`src/rtl/vga_frame_sequencer.sv`:
```
// Raster timing generator: pixel-clock divider, x/y counters, sync/active decode,
// and a once-per-frame vblank update handshake with overrun detection.
module vga_frame_sequencer #(
    parameter int CLK_DIV  = 2,
    parameter int H_ACTIVE = 640,
    parameter int H_FP     = 16,
    parameter int H_SYNC   = 96,
    parameter int H_BP     = 48,
    parameter int V_ACTIVE = 480,
    parameter int V_FP     = 10,
    parameter int V_SYNC   = 2,
    parameter int V_BP     = 33
) (
    input  logic       clk,
    input  logic       rst,
    output logic       pix_tick,
    output logic [9:0] x,
    output logic [9:0] y,
    output logic       active,
    output logic       hsync,
    output logic       vsync,
    output logic       frame_start,
    output logic       upd_req,
    input  logic       upd_ack,
    output logic       overrun
);
    localparam int CNT_W = (CLK_DIV > 1) ? $clog2(CLK_DIV) : 1;
    localparam logic [CNT_W-1:0] CNT_MAX = CNT_W'(CLK_DIV - 1);

    localparam logic [9:0] H_LAST   = 10'(H_ACTIVE + H_FP + H_SYNC + H_BP - 1);
    localparam logic [9:0] H_ACT    = 10'(H_ACTIVE);
    localparam logic [9:0] HS_BEGIN = 10'(H_ACTIVE + H_FP);
    localparam logic [9:0] HS_END   = 10'(H_ACTIVE + H_FP + H_SYNC);
    localparam logic [9:0] V_LAST   = 10'(V_ACTIVE + V_FP + V_SYNC + V_BP - 1);
    localparam logic [9:0] V_ACT    = 10'(V_ACTIVE);
    localparam logic [9:0] VS_BEGIN = 10'(V_ACTIVE + V_FP);
    localparam logic [9:0] VS_END   = 10'(V_ACTIVE + V_FP + V_SYNC);

    typedef enum logic [1:0] {
        ST_IDLE,
        ST_REQ,
        ST_DONE
    } state_t;

    state_t           r_state;
    logic [CNT_W-1:0] r_div_cnt;
    logic             r_pix_tick;
    logic [9:0]       r_x;
    logic [9:0]       r_y;
    logic             r_active;
    logic             r_hsync;
    logic             r_vsync;
    logic             r_frame_start;
    logic             r_upd_req;
    logic             r_overrun;

    logic [9:0]       w_x_next;
    logic [9:0]       w_y_next;
    logic             w_wrap;
    logic             w_vblank_entry;

    // Every registered output is decoded from the next coordinates so it lines up with x/y.
    always_comb begin
        w_x_next = r_x;
        w_y_next = r_y;
        if (r_pix_tick) begin
            if (r_x == H_LAST) begin
                w_x_next = '0;
                w_y_next = (r_y == V_LAST) ? '0 : r_y + 10'd1;
            end else begin
                w_x_next = r_x + 10'd1;
            end
        end
        w_wrap         = r_pix_tick && (w_x_next == '0) && (w_y_next == '0);
        w_vblank_entry = r_pix_tick && (w_x_next == '0) && (w_y_next == V_ACT);
    end

    always_ff @(posedge clk) begin
        if (rst) begin
            r_state       <= ST_IDLE;
            r_div_cnt     <= '0;
            r_pix_tick    <= 1'b0;
            r_x           <= '0;
            r_y           <= '0;
            r_active      <= 1'b1;
            r_hsync       <= 1'b1;
            r_vsync       <= 1'b1;
            r_frame_start <= 1'b0;
            r_upd_req     <= 1'b0;
            r_overrun     <= 1'b0;
        end else begin
            r_div_cnt     <= (r_div_cnt == CNT_MAX) ? '0 : r_div_cnt + CNT_W'(1);
            r_pix_tick    <= (r_div_cnt == CNT_MAX);
            r_x           <= w_x_next;
            r_y           <= w_y_next;
            r_active      <= (w_x_next < H_ACT) && (w_y_next < V_ACT);
            r_hsync       <= !((w_x_next >= HS_BEGIN) && (w_x_next < HS_END));
            r_vsync       <= !((w_y_next >= VS_BEGIN) && (w_y_next < VS_END));
            r_frame_start <= w_wrap;
            r_overrun     <= 1'b0;
            case (r_state)
                ST_IDLE: begin
                    if (w_vblank_entry) begin
                        r_state   <= ST_REQ;
                        r_upd_req <= 1'b1;
                    end
                end
                ST_REQ: begin
                    // An ack landing on the frame wrap wins and closes the frame cleanly.
                    if (upd_ack) begin
                        r_state   <= w_wrap ? ST_IDLE : ST_DONE;
                        r_upd_req <= 1'b0;
                    end else if (w_wrap) begin
                        r_state   <= ST_IDLE;
                        r_upd_req <= 1'b0;
                        r_overrun <= 1'b1;
                    end
                end
                ST_DONE: begin
                    if (w_wrap) begin
                        r_state <= ST_IDLE;
                    end
                end
                default: begin
                    r_state   <= ST_IDLE;
                    r_upd_req <= 1'b0;
                end
            endcase
        end
    end

    assign pix_tick    = r_pix_tick;
    assign x           = r_x;
    assign y           = r_y;
    assign active      = r_active;
    assign hsync       = r_hsync;
    assign vsync       = r_vsync;
    assign frame_start = r_frame_start;
    assign upd_req     = r_upd_req;
    assign overrun     = r_overrun;

endmodule
```
`config.mk`:
```
export PLATFORM = sky130hd
export DESIGN_NAME = vga_frame_sequencer
export DESIGN_NICKNAME = d
export VERILOG_FILES = /design/src/rtl/vga_frame_sequencer.sv
export SDC_FILE = /design/constraint.sdc
export NUM_CORES = 1
export LEC_CHECK = 0
export CELL_PAD_IN_SITES_DETAIL_PLACEMENT = 0
export CELL_PAD_IN_SITES_GLOBAL_PLACEMENT = 1
export CORE_ASPECT_RATIO = 1.5
export CORE_UTILIZATION = 25
export DETAILED_ROUTE_END_ITERATION = 12
export PLACE_DENSITY_LB_ADDON = 0.1
export SYNTH_ARGS = -nofsm -noshare
export SYNTH_HDL_FRONTEND = slang
export SYNTH_SLANG_ARGS = --single-unit
```
`constraint.sdc`:
```
create_clock -name clk -period 4.8 [get_ports clk]
set_input_delay 0.96 -clock clk [delete_from_list [all_inputs] [get_ports clk]]
set_output_delay 0.96 -clock clk [all_outputs]
set_load 0.01 [all_outputs]
```
Yosys cells after proc, flatten, opt, wreduce, memory -nomap -nowiden
Cells that the tools add are included.
- memories: 0
- ROM bits: 0
- input port bits: 3
- bits in latches: 0
- bits in registers: 30
- RAM bits: 0
- multipliers: 0
- bitwise logic cells: 2
- multiplexer cells: 15
- order comparisons: 6
- reductions and logical operators: 14
- div/mod/pow operators: 0
- equal/unequal tests: 7
- shift-type cells: 0
- add/sub/neg operators: 3
- operators by type and width (kind ; number):
    $mux 10 ; 5
    $add 10x1->10 const B ; 2
    $eq 10x10->1 const B ; 2
    $logic_not 10->1 ; 2
    $lt 10x10->1 const B ; 2
    $lt 10x9->1 const B ; 2
    $eq 10x9->1 const B ; 1
    $ge 10x10->1 const B ; 1
    $ge 10x9->1 const B ; 1
    $mux 2 ; 4
    $logic_and 1x1->1 ; 6
    $pmux 2 s3 ; 1
    $mux 1 ; 4
    $ne 3x3->1 const B ; 1
    $pmux 1 s3 ; 1
    $reduce_and 3->1 ; 1
    $reduce_or 3->1 ; 1
    $eq 2x1->1 const B ; 1
    $eq 2x2->1 const B ; 1
    $logic_not 1->1 ; 2
    $logic_not 2->1 ; 1
    $ne 2x2->1 const B ; 1
    $not 1->1 ; 2
    $reduce_or 2->1 ; 1
    $add 1x1->1 const B ; 1

Logic depth before layout (Yosys ltp)
Gate-level depths: netlist of the first run.
- depth after elaboration: 9
- depth in mapped cells: 9
- mapped depth without buffers: 9

Least setup slack after synthesis of the first run
No wires, ideal clock.
- path type: flip-flop to flip-flop
- start: reg r_x[3] (netlist: x[3])
- end: reg r_upd_req (netlist: upd_req)
- clock period less this slack: 2.478 ns
- arrival time: 2.353 ns
- cell stages (with the launch flop): 10
- data required time: 4.674 ns
- path slack: 2.322 ns
- path through: dfxtp_1 > buf_2 > nand3_1 > or4_1 > buf_2 > o21ai_1 > nand4b_1 > nor4b_4 > and3_1 > o31ai_1
- word-level cells in the longest chain between the ends: 8
- elaborated cells on any way between the ends: 15
- RTL lines (what ; RTL line ; text):
    start, declared ; 48 ; logic [9:0] r_x;
    start signal, assigned ; 94 ; r_x <= w_x_next;
    $add 10x1->10 / $eq 10x10->1 (equally long branches) ; 71, 67 ;
    $mux 10 ; 67 ; if (r_x == H_LAST) begin
    $mux 10 ; 66 ; if (r_pix_tick) begin
    $logic_not 10->1 ; 74, 75 ;
    $logic_and 1x1->1 ; 74, 75 ;
    $logic_and 1x1->1, on equally long branches ; 74, 75 ;
    $ne 3x3->1 (no source line) / $ne 2x2->1 (equally long branches) ; n/a ;
    $reduce_and 3->1 (no source line) (*) ; n/a ;
    end signal, assigned ; 89 ; r_upd_req <= 1'b0;
    end signal, assigned ; 105 ; r_upd_req <= 1'b1;
    end signal, assigned ; 112 ; r_upd_req <= 1'b0;
    end, declared ; 54 ; logic r_upd_req;
Every way passes the cells marked *; elsewhere a longest branch is shown, timed or not.
A chain may end at the register's enable or synchronous reset.

Final worst setup path of the first run
- start: reg r_x[2] (netlist: x[2])
- end: reg r_upd_req (netlist: upd_req)
The elaborated chain is that of the path after synthesis.

==> metrics, run 1 <==
CTS tree yes; Nets 256; Die Y roughly 100 um; top post-synthesis cells by area dfxtp_1 (34%), nand2_1 (4.9%), nor2_1 (4.5%), xor2_1 (3.5%), nand3_1 (3.1%); drt pass-1 iters 8; Fin. Hold Viols 0; CTS Buf Count 5; ANT nets after route 0; headroom to the max-slew limit 0.629; GRT Overall Usage 0.153; antenna cells 0; placed wire-length estimate about 3.9 mm; first-pass GRT wire length approximately 8.7 mm; Tot Pwr 0.000531 W; Gates resized, CTS repair 0; initial core utilization 0.257; DR WL/cell about 16 um; num ports 30; area of the core roughly 6900 um2; register area share after synthesis 0.341; final setup vio count 0; initial antenna violation count 0; Syn Area/Cell 7.80 um2; setup bufs post-CTS 0; largest area contributor in the netlist dfxtp_1; Worst setup EP type flip-flop; Die W ~71 um; Fillers roughly 740; pin count of the biggest net entering global routing 29; worst-path fanout max 10; Vias 1,703; Synthesis Warnings 0; vias per inst 5.18; Pwr Density 239 nW/um2; top cell type's share of synthesized area 0.341; Syn Std Cell Area roughly 1800 um2; Pleak between 0.7 and 0.8 nW; clk_lat worst skew ~280 ps; worst slew pin tran 551 ps; Worst Path Required 4970 ps; run status finished with violations; cell count after synthesis around 230; min Tclk post-route 2850 ps; r2r setup slk about 1900 ps; VDD IR-drop max between 0.09 and 0.1 mV; Post-Syn Nets around 230; worst hold path type flip-flop to flip-flop; FP Rows 37; EDFF count, synth 0; DRT Wirelength 5.31 mm; htree depth 2; Critical Path Start x[2]$_SDFF_PP0_; Worst Min Path Start r_div_cnt$_SDFF_PP0_; Remaining Overflow, GRT 0; violated checks DRC; Worst Skew a little under 4 ps; flop and latch count out of synthesis 30; Crit Path Class flip-flop to flip-flop; Top FF cell, synth dfxtp_1; Max Fclk roughly 0.35 GHz; initial drt markers around 110; layout cell share with drive strength beyond 1 0.0637; FFs w/ async S/R, synth 0; CTS Hold Buffers Added 0; crit start category flip-flop; gp weighted congestion about 0.8; RR Startpoint x[2]$_SDFF_PP0_; number of global-route vias before repair 1,701; Layout area overhead 26.0%; Final Max Slew Viols 0; critical path arrival slightly above 3000 ps; RSZ-0062 raised after global routing no; count of cell types in the netlist 48; max_cap viols 0; Clock Sinks 30; Die ar. ~7400 um2; Final Cycle Share 0.595; number of port buffers 29; clock slew at reported path FFs roughly 70 ps; CTS Buffer Depth 2; root buffer cell clkbuf_8; Post-route DRC 5; setup tns final 0 ps
path summary, 6_finish.rpt:
path                     endpoint  depth (start not counted)
max          upd_req$_SDFFE_PP0P_                          7
min          r_div_cnt$_SDFF_PP0_                          1
max reg2reg  upd_req$_SDFFE_PP0P_                          7
min reg2reg  r_div_cnt$_SDFF_PP0_                          1
cell usage in the layout, fill, tap and decap left out, drive strengths merged, types with 7 or more instances in the layout:
master,Yosys,routed
dfxtp,30,30
clkdlybuf4s50,0,29
nand2,23,23
nor2,21,21
nand3,11,11
nor3,11,11
o21ai,11,11
a21oi,9,9
a31oi,8,8
nand4,8,8
inv,7,7
xor2,7,7
where the power goes:
group	switching [W]	internal, W
combinational	0.0000115	0.0000103
clock	0.000102	0.000153
sequential	0.00000348	0.000251
registers in the layout, indices dropped and copies added (netlist names):
signal       flops
hsync            1
upd_req          1
vsync            1
frame_start      1
pix_tick         1
y               10
r_div_cnt        1
overrun          1
x               10
active           1
r_state          2
layer usage:
metal | track usage | part of all wire | vias up
met4 | 0.0943 | 0.046 | 0
met2 | 0.278 | 0.52 | 39
met5 | 0 | 0 | -
met1 | 0.161 | 0.41 | 778
met3 | 0.0231 | 0.023 | 15
li1 | - | - | 871
stage by stage:
step	hold slack [ps]	utilization	area, um2	setup slack, ps	std cells
2_1_floorplan	385	-	1760	2320	226
3_3_place_gp	392	0.308	2110	2010	321
3_5_place_dp	394	0.308	2110	1970	321
4_1_cts	406	0.324	2220	1970	329
5_1_grt	416	0.324	2220	1730	329
6_report	406	0.324	2220	1950	329
logic make-up (layout without fill, tap and decap cells):
logic type | Yosys count | count (layout) | synth area share
simple gates | 111 | 111 | 0.346
compound gates | 47 | 47 | 0.172
flops | 30 | 30 | 0.341
buf+inv | 21 | 46 | 0.0483
xor+xnor | 12 | 12 | 0.0596
fa+ha+maj | 3 | 3 | 0.0213
mux | 2 | 2 | 0.0121
Yosys cell counts, types with 3 or more instances:
library cell and count:
dfxtp_1 30, nand2_1 23, nor2_1 21, nand3_1 11, nor3_1 11, a21oi_1 9, clkbuf_1 9, a31oi_1 8
nand4_1 8, o21ai_0 8, inv_1 7, xor2_1 7, and3_1 5, xnor2_1 5, buf_2 4, nor2b_1 4
nor3b_1 4, o22ai_1 4, and2_1 3, ha_1 3, nand4b_1 3, nor4_1 3, o21ai_1 3, or4_1 3
area by class of cell:
type	instances	area [um2]	area share
multi-input combinational	175	1080	0.488
clock inverter	3	40.0	0.0180
tap	78	97.6	0.0439
clock buffer	5	68.8	0.0310
inverter	7	26.3	0.0118
timing repair buffer	31	305	0.137
sequential	30	601	0.270
worst max-delay path: stages, from the launching register on:
cell and delay (ps):
dfxtp_1 520, nand3_1 390, or4_1 750, o21ai_1 230, nand4b_1 170, nor4b_4 360
and3_1 250, o31ai_1 80
Note: power is estimated with default switching activity, not from simulation.
==> run 2: changes to the inputs <==
Clock period 4.8 ns to 2.4 ns, I/O delays scaled along.
==> run 2 against run 1 <==
Compared with the run above:
- register-to-register slack got worse by 1900 ps
- combinational power rose to 2.7 times the previous value
- via count rose by 12%
- largest cell class unchanged
- the flow still finishes with violations (DRC)
- die area did not move
- non-clock buffer count rose by 39
- clock skew rose by 3.7 ps
==> metrics, run 2 (synthesis gave the netlist of run 1 again) <==
Crit Path Class flip-flop to flip-flop (unchanged); final setup vio count 0 (unchanged); htree depth 2 (unchanged); critical path arrival 2550 ps (was 3020 ps); worst hold path type flip-flop to flip-flop (unchanged); Seq pwr share 0.467 (was 0.480); Final Max Slew Viols 0 (unchanged); number of port buffers 29 (unchanged); Pwr Density 420 nW/um2 (was 239 nW/um2); max_cap viols 0 (unchanged); pin count of the biggest net entering global routing 17 (was 29); commonest cells after routing, fill and taps aside buf_4 (41), clkdlybuf4s50_1 (29), dfxtp_1 (25), nand2_1 (23), nor2_1 (21) (was dfxtp_1 (30), clkdlybuf4s50_1 (29), nand2_1 (23), nor2_1 (21)); Vias 1,906 (was 1,703); Post-Place Worst Slack 27.2 ps (was 1970 ps); Clock power frac 0.479 (about the same); internal power 0.000835 W (was 0.000414 W); crit start category flip-flop (unchanged); Pleak 0.973 nW (was 0.769 nW); Comb pwr share 0.054 (was 0.041); initial drt markers 72 (was 106); CP max-delay cell or4_4 (was or4_1); DR WL/cell 15.2 um (was 16.1 um); Remaining Overflow, GRT 0 (unchanged); Buf+Inv Stages, Crit Path 0 (unchanged); Die Y 105 um (unchanged); num ports 30 (unchanged); Max stage delay on crit path 510 ps (was 750 ps); CTS Buf Count 5 (unchanged); root buffer cell clkbuf_8 (unchanged); CTS Hold Buffers Added 0 (unchanged); PnR worst setup slack 12.2 ps (was 1950 ps); Critical Path Start x[7]$_SDFF_PP0_ (was x[2]$_SDFF_PP0_); antenna cells 0 (unchanged); RSZ-0062 raised after global routing yes (was no); placed wire-length estimate 4.37 mm (was 3.90 mm); DRT Wirelength 5.61 mm (was 5.31 mm); Worst Path Required 2560 ps (was 4970 ps); Clock Sinks 30 (unchanged); area of the core 6850 um2 (unchanged); headroom to the max-slew limit 0.714 (was 0.629); Tot Pwr 0.00108 W (was 0.000531 W); vias per inst 5.18 (about the same); GRT Overall Usage 0.161 (was 0.153); family with the most delay on the worst path simple AND/OR/NAND/NOR gates (unchanged); initial antenna violation count 0 (unchanged); FP Rows 37 (unchanged); Layout area overhead 45.9% (was 26.0%); Worst Skew 7.55 ps (was 3.86 ps); commonest non-fill, non-tap cell in the layout buf_4 (was dfxtp_1); Die ar. 7400 um2 (unchanged); setup bufs post-CTS 0 (unchanged); CTS Buffer Depth 2 (unchanged); Final Cycle Share 0.995 (was 0.595); worst slew pin tran 428 ps (was 551 ps); worst-path fanout max 6 (was 10); ANT nets after route 0 (unchanged); Die W 70.6 um (unchanged); Switch Pwr 0.000245 W (was 0.000117 W); Reg-to-Reg End upd_req$_SDFFE_PP0P_ (unchanged); number of global-route vias before repair 1,879 (was 1,701); Worst setup EP type flip-flop (unchanged); drt pass-1 iters 8 (unchanged); crit-path cells or3b_4 -> or4_4 -> o21ai_4 -> nand4b_1 -> nor4b_4 -> and3_4 -> o31ai_1 (was nand3_1 -> or4_1 -> o21ai_1 -> nand4b_1 -> nor4b_4 -> and3_1 -> o31ai_1); Fin. Hold Viols 0 (unchanged); Gates resized, CTS repair 0 (unchanged); clock slew at reported path FFs 70 ps (about the same); r2r setup slk 10 ps (was 1950 ps); Hold WS 431 ps (was 406 ps); Max Fclk 0.419 GHz (was 0.350 GHz); clk_lat worst skew 290 ps (was 280 ps); min Tclk post-route 2390 ps (was 2850 ps); violated checks DRC (unchanged); run status finished with violations (unchanged); Sw Ratio 0.227 (was 0.220); VDD IR-drop max 0.163 mV (was 0.0923 mV); Post-route DRC 3 (was 5); crit path to upd_req$_SDFFE_PP0P_ (unchanged); CTS tree yes (unchanged); first-pass GRT wire length 9.27 mm (was 8.69 mm); RR Startpoint x[7]$_SDFF_PP0_ (was x[2]$_SDFF_PP0_); Reg2Reg Depth 7 (unchanged); gp weighted congestion 0.767 (was 0.795); number of cells on the critical path 7 (unchanged); layout cell share with drive strength beyond 1 0.228 (was 0.0637); Nets 295 (was 256); initial core utilization 0.257 (unchanged)
[run 2: worst register-to-register path: cells and delay by family, from the launching register on]
kind / cells / cell delay [ps]
AO/OA/AOI/OAI: 2 / 250
flip-flops: 1 / 340
AND/OR/NAND/NOR: 5 / 1690
[run 2: stage by stage]
step	instances	util	TNS, ps	area (um2)
after floorplan	226	-	0	1810
after global placement	360	0.357	0	2450
after detailed placement	360	0.357	0	2450
after CTS	368	0.373	0	2560
after global routing	368	0.375	-360	2570
final	368	0.375	0	2570
[run 2: metal layers]
| layer | vias to the layer above | track usage | share of wire |
|---|---|---|---|
| met5 | - | 0 | 0 |
| met4 | 0 | 0.0657 | 0.021 |
| met3 | 10 | 0.0241 | 0.020 |
| met2 | 26 | 0.313 | 0.55 |
| met1 | 919 | 0.169 | 0.41 |
| li1 | 951 | - | - |
[run 2: cell type report]
cell class | instances | area (um2)
Inverter | 7 | 26.3
Fill cell | 735 | 4280
Clock buffer | 5 | 68.8
Tap cell | 78 | 97.6
Multi-Input combinational cell | 175 | 1130
Sequential cell | 30 | 609
Timing Repair Buffer | 70 | 598
Clock inverter | 3 | 40.0
[run 2: how the worst min path moves through the flow]
stage                                    start                    to  slack [ps]  cells past startpoint
after global routing      r_div_cnt$_SDFF_PP0_  r_div_cnt$_SDFF_PP0_         450                      1
after floorplan           r_div_cnt$_SDFF_PP0_  r_div_cnt$_SDFF_PP0_         380                      1
after CTS                 r_div_cnt$_SDFF_PP0_  r_div_cnt$_SDFF_PP0_         440                      1
final                     r_div_cnt$_SDFF_PP0_  r_div_cnt$_SDFF_PP0_         430                      1
after global placement    r_div_cnt$_SDFF_PP0_  r_div_cnt$_SDFF_PP0_         420                      1
after detailed placement  r_div_cnt$_SDFF_PP0_  r_div_cnt$_SDFF_PP0_         430                      1
[run 2: power groups by stage]
| stage | Sequential [W] | Combinational [W] | Clock [W] |
|---|---|---|---|
| floorplan | 0.000519 | 0.0000290 | 0 |
| global placement | 0.000516 | 0.0000605 | 0 |
| detailed placement | 0.000516 | 0.0000593 | 0 |
| CTS | 0.000505 | 0.0000594 | 0.000532 |
| global route | 0.000505 | 0.0000645 | 0.000556 |
| finish | 0.000505 | 0.0000581 | 0.000517 |
==> run 3: changes to the inputs <==
Settings changed: GPL_ROUTABILITY_DRIVEN from default to 1.
==> results of run 3 <==
The final DEF is identical to that of run 2; final timing and power are the same.
